## config.mk

```make
export PLATFORM = sky130hd
export DESIGN_NAME = pong_game_ctrl_flat
export DESIGN_NICKNAME = d
export VERILOG_FILES = /design/src/rtl/pong_game_ctrl_pkg.sv /design/src/rtl/pong_game_ctrl_if.sv /design/src/rtl/pong_game_ctrl_bcd2_counter.sv /design/src/rtl/pong_game_ctrl.sv /design/src/flat_wrapper.sv
export SDC_FILE = /design/constraint.sdc
export NUM_CORES = 1
export LEC_CHECK = 0
export ABC_AREA = 0
export BUFFER_PORTS_ARGS = -buffer_cell sky130_fd_sc_hd__buf_2
export CAP_MARGIN = 10
export CORE_UTILIZATION = 35
export CTS_BUF_LIST = sky130_fd_sc_hd__clkbuf_16
export DETAILED_ROUTE_END_ITERATION = 16
export PLACE_DENSITY_LB_ADDON = 0.15
export SYNTH_ARGS = -nofsm -noshare
export SYNTH_HDL_FRONTEND = slang
export SYNTH_SLANG_ARGS = --single-unit
```

## constraint.sdc

```tcl
create_clock -name clk -period 2.2 [get_ports clk]
set_input_delay 0.22 -clock clk [delete_from_list [all_inputs] [get_ports clk]]
set_output_delay 0.22 -clock clk [all_outputs]
set_load 0.05 [all_outputs]
```

## src/rtl/pong_game_ctrl_pkg.sv

```systemverilog
// Shared definitions for the pong game controller: state encodings,
// BCD digit width and default game timing.
package pong_game_ctrl_pkg;

  typedef enum logic [2:0] {
    ST_IDLE  = 3'd0,
    ST_SERVE = 3'd1,
    ST_PLAY  = 3'd2,
    ST_MISS  = 3'd3,
    ST_OVER  = 3'd4
  } state_t;

  localparam int unsigned BCD_W            = 4;
  localparam int unsigned DEF_BALLS        = 3;
  localparam int unsigned DEF_SERVE_FRAMES = 120;
  localparam int unsigned DEF_OVER_FRAMES  = 180;

endpackage

```

## src/rtl/pong_game_ctrl_if.sv

```systemverilog
// Event/status bundle between the pong controller and the graphics datapath.
interface pong_game_ctrl_if;

  logic       tick_60Hz;
  logic       btn_start;
  logic       paddle_hit;
  logic       ball_miss;
  logic       run;
  logic       ball_reload;
  logic [7:0] score;
  logic [1:0] balls_left;
  logic       game_over;
  logic [2:0] state_dbg;

  modport master (
    output tick_60Hz, btn_start, paddle_hit, ball_miss,
    input  run, ball_reload, score, balls_left, game_over, state_dbg
  );

  modport slave (
    input  tick_60Hz, btn_start, paddle_hit, ball_miss,
    output run, ball_reload, score, balls_left, game_over, state_dbg
  );

endinterface

```

## src/rtl/pong_game_ctrl_bcd2_counter.sv

```systemverilog
// Two-digit BCD up-counter with synchronous clear (priority) and 99->00 wrap.
module bcd2_counter
  import pong_game_ctrl_pkg::*;
(
  input  logic               clk,
  input  logic               rst_n,
  input  logic               clr,
  input  logic               inc,
  output logic [2*BCD_W-1:0] q
);

  logic [BCD_W-1:0] ones_q, ones_d;
  logic [BCD_W-1:0] tens_q, tens_d;

  always_comb begin
    ones_d = ones_q;
    tens_d = tens_q;
    if (clr) begin
      ones_d = '0;
      tens_d = '0;
    end else if (inc) begin
      if (ones_q == BCD_W'(9)) begin
        ones_d = '0;
        tens_d = (tens_q == BCD_W'(9)) ? '0 : tens_q + BCD_W'(1);
      end else begin
        ones_d = ones_q + BCD_W'(1);
      end
    end
  end

  always_ff @(posedge clk or negedge rst_n) begin
    if (!rst_n) begin
      ones_q <= '0;
      tens_q <= '0;
    end else begin
      ones_q <= ones_d;
      tens_q <= tens_d;
    end
  end

  assign q = {tens_q, ones_q};

endmodule

```

## src/rtl/pong_game_ctrl.sv

```systemverilog
// Pong game sequencer: start edge detect, frame timer and the
// IDLE/SERVE/PLAY/MISS/OVER flow driving run, reloads, score and balls.
module pong_game_ctrl
  import pong_game_ctrl_pkg::*;
#(
  parameter int unsigned BALLS        = DEF_BALLS,
  parameter int unsigned SERVE_FRAMES = DEF_SERVE_FRAMES,
  parameter int unsigned OVER_FRAMES  = DEF_OVER_FRAMES
) (
  input  logic           clk,
  input  logic           reset,
  pong_game_ctrl_if.slave gif
);

  state_t     state_q, state_d;
  logic [7:0] timer_q, timer_d;
  logic [1:0] balls_q, balls_d;
  logic       reload_q, reload_d;
  logic       run_q;
  logic       over_q;
  logic       btn_q;
  logic       start;
  logic       score_clr;
  logic       score_inc;
  logic [1:0] balls_dec;

  assign start     = gif.btn_start & ~btn_q;
  assign balls_dec = balls_q - 2'd1;

  always_comb begin
    state_d   = state_q;
    timer_d   = timer_q;
    balls_d   = balls_q;
    reload_d  = 1'b0;
    score_clr = 1'b0;
    score_inc = 1'b0;
    case (state_q)
      ST_IDLE: begin
        if (start) begin
          state_d   = ST_SERVE;
          timer_d   = '0;
          balls_d   = 2'(BALLS);
          reload_d  = 1'b1;
          score_clr = 1'b1;
        end
      end
      ST_SERVE, ST_MISS: begin
        if (gif.tick_60Hz) begin
          if (timer_q == 8'(SERVE_FRAMES - 1)) begin
            state_d = ST_PLAY;
            timer_d = '0;
          end else begin
            timer_d = timer_q + 8'd1;
          end
        end
      end
      ST_PLAY: begin
        // A miss in the same clk as a hit swallows the hit.
        if (gif.ball_miss) begin
          balls_d = balls_dec;
          timer_d = '0;
          if (balls_dec == 2'd0) begin
            state_d = ST_OVER;
          end else begin
            state_d  = ST_MISS;
            reload_d = 1'b1;
          end
        end else if (gif.paddle_hit) begin
          score_inc = 1'b1;
        end
      end
      ST_OVER: begin
        if (start) begin
          state_d   = ST_SERVE;
          timer_d   = '0;
          balls_d   = 2'(BALLS);
          reload_d  = 1'b1;
          score_clr = 1'b1;
        end else if (gif.tick_60Hz) begin
          if (timer_q == 8'(OVER_FRAMES - 1)) begin
            state_d = ST_IDLE;
            timer_d = '0;
          end else begin
            timer_d = timer_q + 8'd1;
          end
        end
      end
      default: begin
        state_d = ST_IDLE;
        timer_d = '0;
      end
    endcase
  end

  always_ff @(posedge clk or negedge reset) begin
    if (!reset) begin
      state_q  <= ST_IDLE;
      timer_q  <= '0;
      balls_q  <= 2'(BALLS);
      reload_q <= 1'b0;
      run_q    <= 1'b0;
      over_q   <= 1'b0;
      btn_q    <= 1'b0;
    end else begin
      state_q  <= state_d;
      timer_q  <= timer_d;
      balls_q  <= balls_d;
      reload_q <= reload_d;
      run_q    <= (state_d == ST_PLAY);
      over_q   <= (state_d == ST_OVER);
      btn_q    <= gif.btn_start;
    end
  end

  bcd2_counter u_score (
    .clk   (clk),
    .rst_n (reset),
    .clr   (score_clr),
    .inc   (score_inc),
    .q     (gif.score)
  );

  assign gif.run         = run_q;
  assign gif.ball_reload = reload_q;
  assign gif.balls_left  = balls_q;
  assign gif.game_over   = over_q;
  assign gif.state_dbg   = state_q;

endmodule
```

## src/flat_wrapper.sv

```systemverilog
// flat-port wrapper written by rule: the top's interface ports become plain ports
module pong_game_ctrl_flat import pong_game_ctrl_pkg::*;
#(
  parameter int unsigned BALLS        = DEF_BALLS,
  parameter int unsigned SERVE_FRAMES = DEF_SERVE_FRAMES,
  parameter int unsigned OVER_FRAMES  = DEF_OVER_FRAMES
)
  (clk, reset, gif_tick_60Hz, gif_btn_start, gif_paddle_hit, gif_ball_miss, gif_run, gif_ball_reload, gif_score, gif_balls_left, gif_game_over, gif_state_dbg);
  pong_game_ctrl_if gif_i ();
  input  logic clk;
  input  logic reset;
  input wire logic [$bits(gif_i.tick_60Hz)-1:0] gif_tick_60Hz;
  input wire logic [$bits(gif_i.btn_start)-1:0] gif_btn_start;
  input wire logic [$bits(gif_i.paddle_hit)-1:0] gif_paddle_hit;
  input wire logic [$bits(gif_i.ball_miss)-1:0] gif_ball_miss;
  output wire logic [$bits(gif_i.run)-1:0] gif_run;
  output wire logic [$bits(gif_i.ball_reload)-1:0] gif_ball_reload;
  output wire logic [$bits(gif_i.score)-1:0] gif_score;
  output wire logic [$bits(gif_i.balls_left)-1:0] gif_balls_left;
  output wire logic [$bits(gif_i.game_over)-1:0] gif_game_over;
  output wire logic [$bits(gif_i.state_dbg)-1:0] gif_state_dbg;
  assign gif_i.tick_60Hz = gif_tick_60Hz;
  assign gif_i.btn_start = gif_btn_start;
  assign gif_i.paddle_hit = gif_paddle_hit;
  assign gif_i.ball_miss = gif_ball_miss;
  assign gif_run = gif_i.run;
  assign gif_ball_reload = gif_i.ball_reload;
  assign gif_score = gif_i.score;
  assign gif_balls_left = gif_i.balls_left;
  assign gif_game_over = gif_i.game_over;
  assign gif_state_dbg = gif_i.state_dbg;
  pong_game_ctrl #(.BALLS(BALLS), .SERVE_FRAMES(SERVE_FRAMES), .OVER_FRAMES(OVER_FRAMES)) u_core (.clk(clk), .reset(reset), .gif(gif_i));
endmodule
```

==> metrics.md <==
| Metric | Value |
|---|---|
| Largest net degree at the start of global routing | `26` |
| Max FO, Critical Path | `12` |
| Routed WL | `2814 um` |
| Dpl cell area | `1551 um^2` |
| Avg Synthesized Cell Area | `10.03 um^2` |
| Clk Latency, worst-skew pair | `0.25 ns` |
| Multi-input logic area | `732.0 um^2` |
| FP Rows | `22` |
| Placed Cells | `207` |
| RSZ-0062 raised after global routing | `no` |
| PortBufs | `21` |
| Setup TNS | `0 ns` |
| Ys Warns | `0` |
| Top FF cell, synth | `dfrtp_1` |
| Max-Cap Viols | `0` |
| Total global routing overflow | `0` |
| Worst EP arrival | `2.03 ns` |
| Synth Net Count | `146` |
| Mapped Cells | `138` |
| Antenna diodes | `0` |
| Final Max Tran Viols | `0` |
| CTS HTree Levels | `1` |
| Post-synth cell types | `45` |
| Max Buffers Root-to-Sink | `2` |
| Mapped Area | `1384 um^2` |
| Die Span Y | `64.88 um` |
| FF+latch area | `628.1 um^2` |
| Hold Violations, Final | `0` |
| Hpwl dp | `2104 um` |
| Peak supply drop | `0.0004347 V` |
| Drt wl/cell | `13.27 um` |
| Final Net Count | `173` |
| Yosys reg bits | `25` |
| Sink Count | `25` |
| Initial antenna violation count | `0` |
| Pwr Density | `749.9 nW/um^2` |
| Setup CP Type | `flop to flop` |
| Setup Buffers After CTS | `0` |
| Lkg Pwr | `0.0007760 uW` |
| Outcome | `finished clean` |
| Design area | `1640 um^2` |
| Gates resized, CTS repair | `0` |
| Clock skew | `0.002586 ns` |
| Post-route ant nets | `0` |
| Starting Density | `37.24%` |
| Final setup violation count | `0` |
| IO Count | `22` |
| Die ar. | `4209 um^2` |
| Final std cells w/o fill | `212` |
| Seq/Total Area, Yosys | `45.39%` |
| Async SR Flop Fraction | `100.0%` |
| Final period utilization | `85.97%` |
| CP Capture Type | `flop` |
| CTS tree | `done` |
| First-pass DRT Iterations | `4` |
| Critical Path Start Type | `flop` |
| Vias per inst | `5.226` |
| Hold crit path type | `input pin to flop` |
| Tot GR Track Use | `15.02%` |
| First-pass GRT wire length | `4830 um` |
| Final setup margin | `0.3087 ns` |
| Critical path required time | `2.34 ns` |
| Fill cells | `377` |
| Setup WS pre-CTS | `0.3101 ns` |
| Cts bufs inserted | `3` |
| Clock transition at path regs | `0.06 ns` |
| Share of cells above drive strength 1 | `23.78%` |
| Area grow syn2layout | `18.54%` |
| Final min period | `1.891 ns` |
| Vias in the first global route | `1067` |
| GPL Wtd Cong | `0.8060` |
| Post-synth EDFFs | `0` |
| Via count | `1108` |
| Fmax achieved | `528.7 MHz` |
| Worst-margin pin slew | `0.5505 ns` |
| Clk root buf | `clkbuf_16` |
| Slew HR | `63.30%` |
| Die width | `64.88 um` |
| Initial DRC count | `48` |
| Core ar. | `3716 um^2` |
| DRC errors left | `0` |
routing by layer:
layer  GRT usage [%]  share of wire [%]
met5               0                  0
met1           20.90                 53
met4           5.833               0.82
met2           23.31                 44
met3           2.113                2.4
final timing paths:
path,startpoint,slack [ns],cells after the start,end
max reg2reg,u_core.gif.state_dbg[0],0.31,5,u_core.u_score.tens_q[3]
min in group asynchronous,reset,0.48,2,u_core.u_score.tens_q[0]
max in group asynchronous,reset,1.35,2,u_core.gif.balls_left[1]
max,u_core.gif.state_dbg[0],0.31,5,u_core.u_score.tens_q[3]
min reg2reg,u_core.gif.balls_left[1],0.53,2,u_core.gif.balls_left[1]
min,gif_btn_start,0.1,1,u_core.btn_q
flip-flops by register name, summed over array words and instances (netlist names):
| register | cells |
|---|---|
| u_core.gif.balls_left | 2 |
| u_core.gif.state_dbg | 3 |
| u_core.gif.game_over | 1 |
| u_core.btn_q | 1 |
| u_core.timer_q | 8 |
| u_core.gif.run | 1 |
| u_core.u_score.tens_q | 4 |
| u_core.u_score.ones_q | 4 |
| u_core.gif.ball_reload | 1 |
synthesized netlist by cell type, types with 2 or more instances:
library cell   n  area (um^2)
o21ai_1        4        20.02
ha_1           2        25.02
nor3_1         6        30.03
inv_1          5        18.77
a22o_1         5        43.79
nor2b_1        7        43.79
nand3_1        3        15.01
nand2b_1       4        25.02
nor2_1        12        45.04
mux2i_1        3        30.03
o31ai_1        2        15.01
dfrtp_1       23        575.6
nand2_1       12        45.04
dfstp_2        2        52.55
a21oi_1        7        35.03
o21ai_0        7        35.03
and3_1         5        31.28
nand3b_1       2        15.01
repair_timing:
item | in CTS | in global routing
hold endpoints to repair | 23 | 0
setup endpoints to repair | 0 | 0
hold buffers | 1 | 0
layout make-up:
class | instances | area share [%]
Clock buffer | 3 | 4.577
Clock inverter | 1 | 0.2288
Inverter | 5 | 1.144
Multi-Input combinational cell | 107 | 44.62
Sequential cell | 25 | 38.29
Tap cell | 48 | 3.661
Timing Repair Buffer | 23 | 7.475
report_power, final:
part           switching [uW]  total, uW  internal (uW)
combinational             144        254            110
sequential               68.2        580            512
clock                     153        395            243
total                     365       1230            865
worst max-delay path, stage by stage, from the launching register on:
cell,delay (ns)
dfrtp_1,0.49
nor3b_2,0.38
nand4b_4,0.21
nor4_4,0.36
a21boi_1,0.23
o32ai_2,0.09
stage by stage:
stage          hold slack, ns  utilization (%)  total power, uW
6_report              0.09743            44.14             1230
5_1_grt               0.09779            44.14             1307
4_1_cts               0.09343            44.14             1250
3_5_place_dp           0.2492            41.75            845.3
3_3_place_gp           0.2448            41.75            838.5
2_1_floorplan        -0.07559                -            772.0
cells in the final DEF, fill, tap and decap left out, drive strengths merged, types with 4 or more instances in the layout:
master and instances:
and3 5, a22o 5, nor2b 7, a21oi 8, nand2b 4, nor3 6, dfrtp 23, nand2 12
inv 6, o21ai 11, nor2 13, buf 22
kinds of logic (layout without fill, tap and decap cells):
kind of cell | count (synthesis) | in the layout | share of synthesized area (%)
XOR/XNOR | 2 | 2 | 1.266
AO/OA/AOI/OAI | 35 | 35 | 18.35
buffers and inverters | 6 | 32 | 1.718
adder cells (fa/ha/maj) | 2 | 2 | 1.808
multiplexers | 4 | 4 | 2.984
AND/OR/NAND/NOR | 64 | 64 | 28.48
flip-flops | 25 | 25 | 45.39
Note: power is estimated with default switching activity, not from simulation.
